**src/rtl/serial_add_sub.sv**
```systemverilog
// ---------------------------------------------------------------------------
// serial_add_sub
//
// Multi-cycle adder/subtractor. Each clock it processes SLICE bits, LSB first,
// through a SLICE-bit ripple slice. The carry between slices is held in a
// register, so the full carry chain is WIDTH bits long and takes
// N = WIDTH/SLICE run cycles. This block trades latency for area.
//
// Parameters
//   WIDTH  operand/result width; must be >= 2
//   SLICE  bits processed per clock; must divide WIDTH
//
// Ports
//   clk    clock; all state changes on the rising edge
//   rst    synchronous reset, active-high; takes priority over start
//   start  request an operation; only sampled in IDLE or DONE
//   sub    0: a + b + cin, 1: a - b (computed as a + ~b + 1, cin ignored)
//   a, b   operands, captured on an accepted start
//   cin    carry-in for add mode, captured on an accepted start
//   busy   high while the operation runs; start is ignored then
//   done   one-cycle pulse when sum/cout/ovf hold a new result
//   sum    result; held until the next result or reset
//   cout   carry out of the MSB (in sub mode 1 = no borrow)
//   ovf    signed overflow (carry into MSB xor carry out of MSB)
// ---------------------------------------------------------------------------
module serial_add_sub #(
  parameter int WIDTH = 8,
  parameter int SLICE = 1
) (
  input  logic             clk,
  input  logic             rst,
  input  logic             start,
  input  logic             sub,
  input  logic [WIDTH-1:0] a,
  input  logic [WIDTH-1:0] b,
  input  logic             cin,
  output logic             busy,
  output logic             done,
  output logic [WIDTH-1:0] sum,
  output logic             cout,
  output logic             ovf
);

  localparam int N  = WIDTH / SLICE;
  localparam int CW = (N > 1) ? $clog2(N) : 1;
  localparam logic [CW-1:0] LAST_COUNT = CW'(N - 1);

  localparam logic [1:0] IDLE = 2'd0;
  localparam logic [1:0] RUN  = 2'd1;
  localparam logic [1:0] DONE = 2'd2;

  // One SLICE-bit ripple add; the top bit of the result is the slice carry-out.
  function automatic logic [SLICE:0] slice_add(
    input logic [SLICE-1:0] x,
    input logic [SLICE-1:0] y,
    input logic             c
  );
    slice_add = {1'b0, x} + {1'b0, y} + {{SLICE{1'b0}}, c};
  endfunction

  logic [1:0]       state_r;
  logic [WIDTH-1:0] a_r;
  logic [WIDTH-1:0] b_r;
  logic [WIDTH-1:0] acc_r;
  logic             carry_r;
  logic [CW-1:0]    count_r;

  logic [SLICE:0]   slice_s;
  logic [SLICE-1:0] slice_sum_s;
  logic             slice_cout_s;
  logic             msb_cin_s;
  logic [WIDTH-1:0] acc_next_s;

  // Current slice result and the carry into its top bit. On the last run
  // cycle the top bit of the slice is the operand MSB, so a^b^s recovers the
  // carry into the MSB without a separate partial adder.
  always_comb begin
    slice_s      = slice_add(a_r[SLICE-1:0], b_r[SLICE-1:0], carry_r);
    slice_sum_s  = slice_s[SLICE-1:0];
    slice_cout_s = slice_s[SLICE];
    msb_cin_s    = a_r[SLICE-1] ^ b_r[SLICE-1] ^ slice_sum_s[SLICE-1];
  end

  // New result slice enters at the top of the accumulator; after N cycles
  // the first (LSB) slice has reached bit 0.
  generate
    if (SLICE < WIDTH) begin : g_shift
      assign acc_next_s = {slice_sum_s, acc_r[WIDTH-1:SLICE]};
    end else begin : g_full
      assign acc_next_s = slice_sum_s;
    end
  endgenerate

  // Control FSM, operand/accumulator shifting and registered outputs.
  always_ff @(posedge clk) begin
    if (rst) begin
      state_r <= IDLE;
      a_r     <= '0;
      b_r     <= '0;
      acc_r   <= '0;
      carry_r <= 1'b0;
      count_r <= '0;
      busy    <= 1'b0;
      done    <= 1'b0;
      sum     <= '0;
      cout    <= 1'b0;
      ovf     <= 1'b0;
    end else begin
      done <= 1'b0;
      case (state_r)
        IDLE, DONE: begin
          if (start) begin
            // Subtraction is a + ~b + 1: invert b here and seed the carry.
            a_r     <= a;
            b_r     <= sub ? ~b : b;
            carry_r <= sub ? 1'b1 : cin;
            acc_r   <= '0;
            count_r <= '0;
            busy    <= 1'b1;
            state_r <= RUN;
          end else begin
            busy    <= 1'b0;
            state_r <= IDLE;
          end
        end
        RUN: begin
          a_r     <= a_r >> SLICE;
          b_r     <= b_r >> SLICE;
          acc_r   <= acc_next_s;
          carry_r <= slice_cout_s;
          if (count_r == LAST_COUNT) begin
            // Outputs change only here, so partial results never show.
            count_r <= '0;
            busy    <= 1'b0;
            done    <= 1'b1;
            sum     <= acc_next_s;
            cout    <= slice_cout_s;
            ovf     <= msb_cin_s ^ slice_cout_s;
            state_r <= DONE;
          end else begin
            count_r <= count_r + CW'(1);
            busy    <= 1'b1;
            state_r <= RUN;
          end
        end
        default: begin
          busy    <= 1'b0;
          state_r <= IDLE;
        end
      endcase
    end
  end

endmodule
```
**config.mk**
```make
export PLATFORM = sky130hd
export DESIGN_NAME = serial_add_sub
export DESIGN_NICKNAME = d
export VERILOG_FILES = /design/src/rtl/serial_add_sub.sv
export SDC_FILE = /design/constraint.sdc
export NUM_CORES = 1
export LEC_CHECK = 0
export BUFFER_PORTS_ARGS = -buffer_cell sky130_fd_sc_hd__buf_2
export CORE_MARGIN = 8
export CORE_UTILIZATION = 40
export CTS_CLUSTER_SIZE = 8
export DETAILED_ROUTE_END_ITERATION = 12
export SYNTH_ARGS = -nofsm -noshare
export SYNTH_HDL_FRONTEND = slang
export SYNTH_SLANG_ARGS = --single-unit
```
**constraint.sdc**
```tcl
create_clock -name clk -period 3.6 [get_ports clk]
set_input_delay 0.18 -clock clk [delete_from_list [all_inputs] [get_ports clk]]
set_output_delay 0.18 -clock clk [all_outputs]
set_load 0.03 [all_outputs]
```
==> metrics.txt <==
# TYPE chip_impl_metric gauge
chip_impl_metric{name="share_comb_of_total_power",unit=""} 0.095
chip_impl_metric{name="die_area",unit="mm²"} 0.00648
chip_impl_metric{name="chipWidth",unit="µm"} 80.5
chip_impl_metric{name="grt_remaining_overflow",unit=""} 0
chip_impl_metric{name="power.clock.fraction",unit=""} 0.468
chip_impl_metric{name="filler_cell_count",unit=""} 428
chip_impl_metric{name="wirelength",unit="mm"} 3.46
chip_impl_metric{name="power.internal",unit="µW"} 847
chip_impl_metric{name="worst-endpoint-arrival",unit="ns"} 1.85
chip_impl_info{name="layout_common_cells",value="40 x dfxtp_1, 33 x a21oi_1, 32 x buf_2, 26 x nand3_1, 24 x nand2_1"} 1
chip_impl_metric{name="timing.reg2reg.setup_slack",unit="ns"} 1.89
chip_impl_metric{name="worst_path_depth",unit=""} 3
chip_impl_metric{name="antenna-diode-count",unit=""} 0
chip_impl_metric{name="min_path_cells",unit=""} 3
chip_impl_metric{name="postRouteAntennaNets",unit=""} 0
chip_impl_metric{name="tritoncts_num_sinks",unit=""} 40
chip_impl_metric{name="net_switching_fraction_of_the_power",unit=""} 0.212
chip_impl_metric{name="leakagePower",unit="µW"} 0.000751
chip_impl_metric{name="period_minus_slack",unit="ns"} 1.71
chip_impl_metric{name="critical-path-max-stage-delay",unit="ns"} 0.87
chip_impl_metric{name="1st_iter_drt_viols",unit=""} 84
chip_impl_metric{name="setup_tns",unit="ns"} 0
chip_impl_metric{name="finalCritPeriodShare",unit=""} 0.475
chip_impl_metric{name="timing.final.setup_violations",unit=""} 0
chip_impl_info{name="endpoint_kind",value="flip-flop"} 1
chip_impl_metric{name="clk_latency",unit="ns"} 0.29
chip_impl_metric{name="timing_max_transition_violations_final",unit=""} 0
chip_impl_metric{name="io_buffers",unit=""} 32
chip_impl_info{name="timing.critical_path.cells",value="nand2b_1 -> o22a_1 -> a21oi_1"} 1
chip_impl_metric{name="num_rows",unit=""} 23
chip_impl_metric{name="post-cts-setup-buffers",unit=""} 0
chip_impl_metric{name="global_routing_met3_resource_utilization",unit=""} 0.0357
chip_impl_info{name="crit-reg2reg-launch",value="state_r[0]"} 1
chip_impl_info{name="grt_most_used_layer",value="met2"} 1
chip_impl_metric{name="final_hold_viol_count",unit=""} 0
chip_impl_info{name="critPathLaunch",value="state_r[0]"} 1
chip_impl_metric{name="synth_sequential_area_ratio",unit=""} 0.481
chip_impl_metric{name="worst_path_fanout_max",unit=""} 29
chip_impl_info{name="cts_tree",value="yes"} 1
chip_impl_metric{name="clock_pin_slew_on_the_worst_setup_and_hold_paths",unit="ns"} 0.08
chip_impl_metric{name="max-slew-margin-rel",unit=""} 0.269
chip_impl_metric{name="switchingPower",unit="µW"} 228
chip_impl_metric{name="met2_usage",unit=""} 0.183
chip_impl_info{name="endpoint",value="carry_r"} 1
chip_impl_metric{name="ys_types",unit=""} 26
chip_impl_metric{name="nets_in_the_synthesized_netlist",unit=""} 216
chip_impl_metric{name="firstDrtPassIters",unit=""} 4
chip_impl_info{name="critical-path-slowest-cell",value="nand2b_1"} 1
chip_impl_metric{name="yosys_warnings",unit=""} 0
chip_impl_metric{name="detailroute.via_count",unit=""} 1351
chip_impl_metric{name="syn2layout_area_growth",unit="%"} 17.7
chip_impl_metric{name="number_of_instances_in_the_synthesized_netlist",unit=""} 192
chip_impl_info{name="r2r-end",value="carry_r"} 1
chip_impl_metric{name="placed_cell_area",unit="mm²"} 0.00180
chip_impl_metric{name="cts_buffers",unit=""} 5
chip_impl_metric{name="avgRoutedWirePerCell",unit="µm"} 13.0
chip_impl_metric{name="viasPerCell",unit=""} 5.08
chip_impl_metric{name="drive_gt1_frac",unit=""} 0.185
chip_impl_metric{name="cap_viol_max_count",unit=""} 0
chip_impl_metric{name="grt_pass1_vias",unit=""} 1288
chip_impl_metric{name="post_synth.cell_area_avg",unit="µm²"} 8.67
chip_impl_metric{name="top_level_ports",unit=""} 33
chip_impl_info{name="timing_worst_setup_path_type",value="flip-flop to flip-flop"} 1
chip_impl_metric{name="post-route-cell-area",unit="mm²"} 0.00196
chip_impl_metric{name="ys_seq_elements",unit=""} 40
chip_impl_metric{name="coreArea",unit="mm²"} 0.00400
chip_impl_info{name="worst_setup_path_start_kind",value="flip-flop"} 1
chip_impl_metric{name="worstMarginPinSlew",unit="ns"} 1.10
chip_impl_metric{name="post_synth_instance_area",unit="mm²"} 0.00166
chip_impl_metric{name="pin_count_of_the_biggest_net_entering_global_routing",unit=""} 41
chip_impl_metric{name="met1_usage",unit=""} 0.128
chip_impl_info{name="hold_path.class",value="input pin to flip-flop"} 1
chip_impl_info{name="most_frequent_standard_cell_in_the_layout_excluding_fill_and_tap_cells",value="dfxtp_1"} 1
chip_impl_metric{name="multi_input_area",unit="µm²"} 764
chip_impl_info{name="cp_top_family",value="simple AND/OR/NAND/NOR gates"} 1
chip_impl_metric{name="seq_area",unit="µm²"} 801
chip_impl_metric{name="initial_utilization",unit=""} 0.416
chip_impl_metric{name="cell_depth_of_the_worst_flop_to_flop_path",unit=""} 3
chip_impl_metric{name="worst-endpoint-required",unit="ns"} 3.74
chip_impl_metric{name="ctsLongestPathBuffers",unit=""} 2
chip_impl_metric{name="vdd.ir_drop.worst",unit="mV"} 0.282
chip_impl_metric{name="dpl.hpwl",unit="mm"} 2.18
chip_impl_metric{name="num-nets-final",unit=""} 239
chip_impl_metric{name="power_frac_seq",unit=""} 0.437
chip_impl_metric{name="antenna_found_initial",unit=""} 0
chip_impl_info{name="outcome",value="complete, no violations"} 1
chip_impl_info{name="clk_root_buffer_cell",value="clkbuf_8"} 1
chip_impl_metric{name="die_h",unit="µm"} 80.5
chip_impl_metric{name="finalClockSkew",unit="ns"} 0.00586
chip_impl_metric{name="powerDensity",unit="mW/mm²"} 549
chip_impl_metric{name="worst-path-buf-inv",unit=""} 0
chip_impl_metric{name="cts-hold-fix-buffers",unit=""} 0
chip_impl_metric{name="post_cts_resized",unit=""} 0
chip_impl_metric{name="globalRouteTotalUtil",unit=""} 0.112
chip_impl_metric{name="post-route-drc-count",unit=""} 0
chip_impl_metric{name="htree_num_levels",unit=""} 2
chip_impl_metric{name="maxClockFrequency",unit="MHz"} 585
chip_impl_metric{name="globalplace.congestion",unit=""} 0.705
chip_impl_info{name="grt_setup_unrepaired",value="false"} 1
chip_impl_metric{name="grt_pass1_wl",unit="mm"} 5.76
metrics by stage:
step / std cells / hold slack (ns) / worst slack [ns] / power [µW] / utilization
after floorplan: 192 / 0.316 / 2.14 / 563 / -
after global placement: 258 / 0.432 / 1.91 / 584 / 0.450
after detailed placement: 258 / 0.430 / 1.92 / 583 / 0.450
after CTS: 266 / 0.118 / 1.91 / 1090 / 0.490
after global routing: 266 / 0.132 / 1.69 / 1110 / 0.490
final: 266 / 0.124 / 1.89 / 1080 / 0.490
cell families (layout without fill, tap and decap cells):
| logic type | after synthesis | count (layout) | synth area share |
|---|---|---|---|
| buffers and inverters | 19 | 43 | 0.0594 |
| adders and majority gates | 3 | 3 | 0.0271 |
| DFF | 40 | 40 | 0.481 |
| xor gates and xnor gates | 11 | 11 | 0.0579 |
| and+or+nand+nor | 66 | 66 | 0.185 |
| AOI/OAI and AO/OA | 53 | 53 | 0.189 |
final cells by class:
class	instances	share of cell area
inverter	3	0.00575
clock buffer	5	0.0351
clock inverter	3	0.0460
timing repair buffer	32	0.0818
tap	50	0.0319
multi-input combinational	133	0.390
sequential	40	0.409
cells in the mapped netlist:
master | n | share of area
dfxtp_1 | 40 | 0.48
a21oi_1 | 33 | 0.099
nand3_1 | 26 | 0.078
nand2_1 | 24 | 0.054
a22oi_1 | 14 | 0.063
nor2_1 | 8 | 0.018
xor2_1 | 8 | 0.042
buf_2 | 5 | 0.015
clkbuf_1 | 5 | 0.011
a211oi_1 | 3 | 0.014
buf_4 | 3 | 0.014
inv_1 | 3 | 0.0068
nand2b_1 | 3 | 0.011
xnor2_1 | 3 | 0.016
clkbuf_2 | 2 | 0.0060
ha_1 | 2 | 0.015
a31oi_1 | 1 | 0.0038
and2b_1 | 1 | 0.0045
and3b_1 | 1 | 0.0053
buf_6 | 1 | 0.0068
fa_1 | 1 | 0.012
nand3b_1 | 1 | 0.0045
nor2b_1 | 1 | 0.0038
nor4b_1 | 1 | 0.0053
o21a_1 | 1 | 0.0045
o22a_1 | 1 | 0.0053
worst register-to-register path: cells and delay by family, from the launching register on:
kind | cells | cell delay [ns]
compound gates | 2 | 0.28
simple gates | 1 | 0.87
flops | 1 | 0.42
flip-flops by register name, indices dropped and copies added (netlist names):
name,flops
cout,1
a_r,8
ovf,1
b_r,8
count_r,3
carry_r,1
done,1
sum,8
state_r,2
acc_r,7
layer usage:
| layer | routed length [µm] | share of wire | vias up |
|---|---|---|---|
| met5 | 0 | 0 | - |
| met4 | 44 | 0.013 | 0 |
| met3 | 156 | 0.045 | 5 |
| met2 | 1590 | 0.46 | 22 |
| met1 | 1670 | 0.48 | 614 |
| li1 | - | - | 710 |
power groups by stage:
stage | clock [µW] | combinational [µW] | sequential [µW]
3_5_place_dp | 0 | 103 | 481
4_1_cts | 513 | 103 | 470
2_1_floorplan | 0 | 82.7 | 480
6_report | 503 | 102 | 470
3_3_place_gp | 0 | 103 | 481
5_1_grt | 528 | 113 | 473
worst min path at each step:
stage / startpoint / to / slack [ns]
2_1_floorplan: a[7] / a_r[7] / 0.32
3_3_place_gp: a[7] / a_r[7] / 0.43
3_5_place_dp: a[7] / a_r[7] / 0.43
4_1_cts: a[7] / a_r[7] / 0.12
5_1_grt: a[7] / a_r[7] / 0.13
6_report: a[7] / a_r[7] / 0.12
Power figures use the tool's default switching activity.
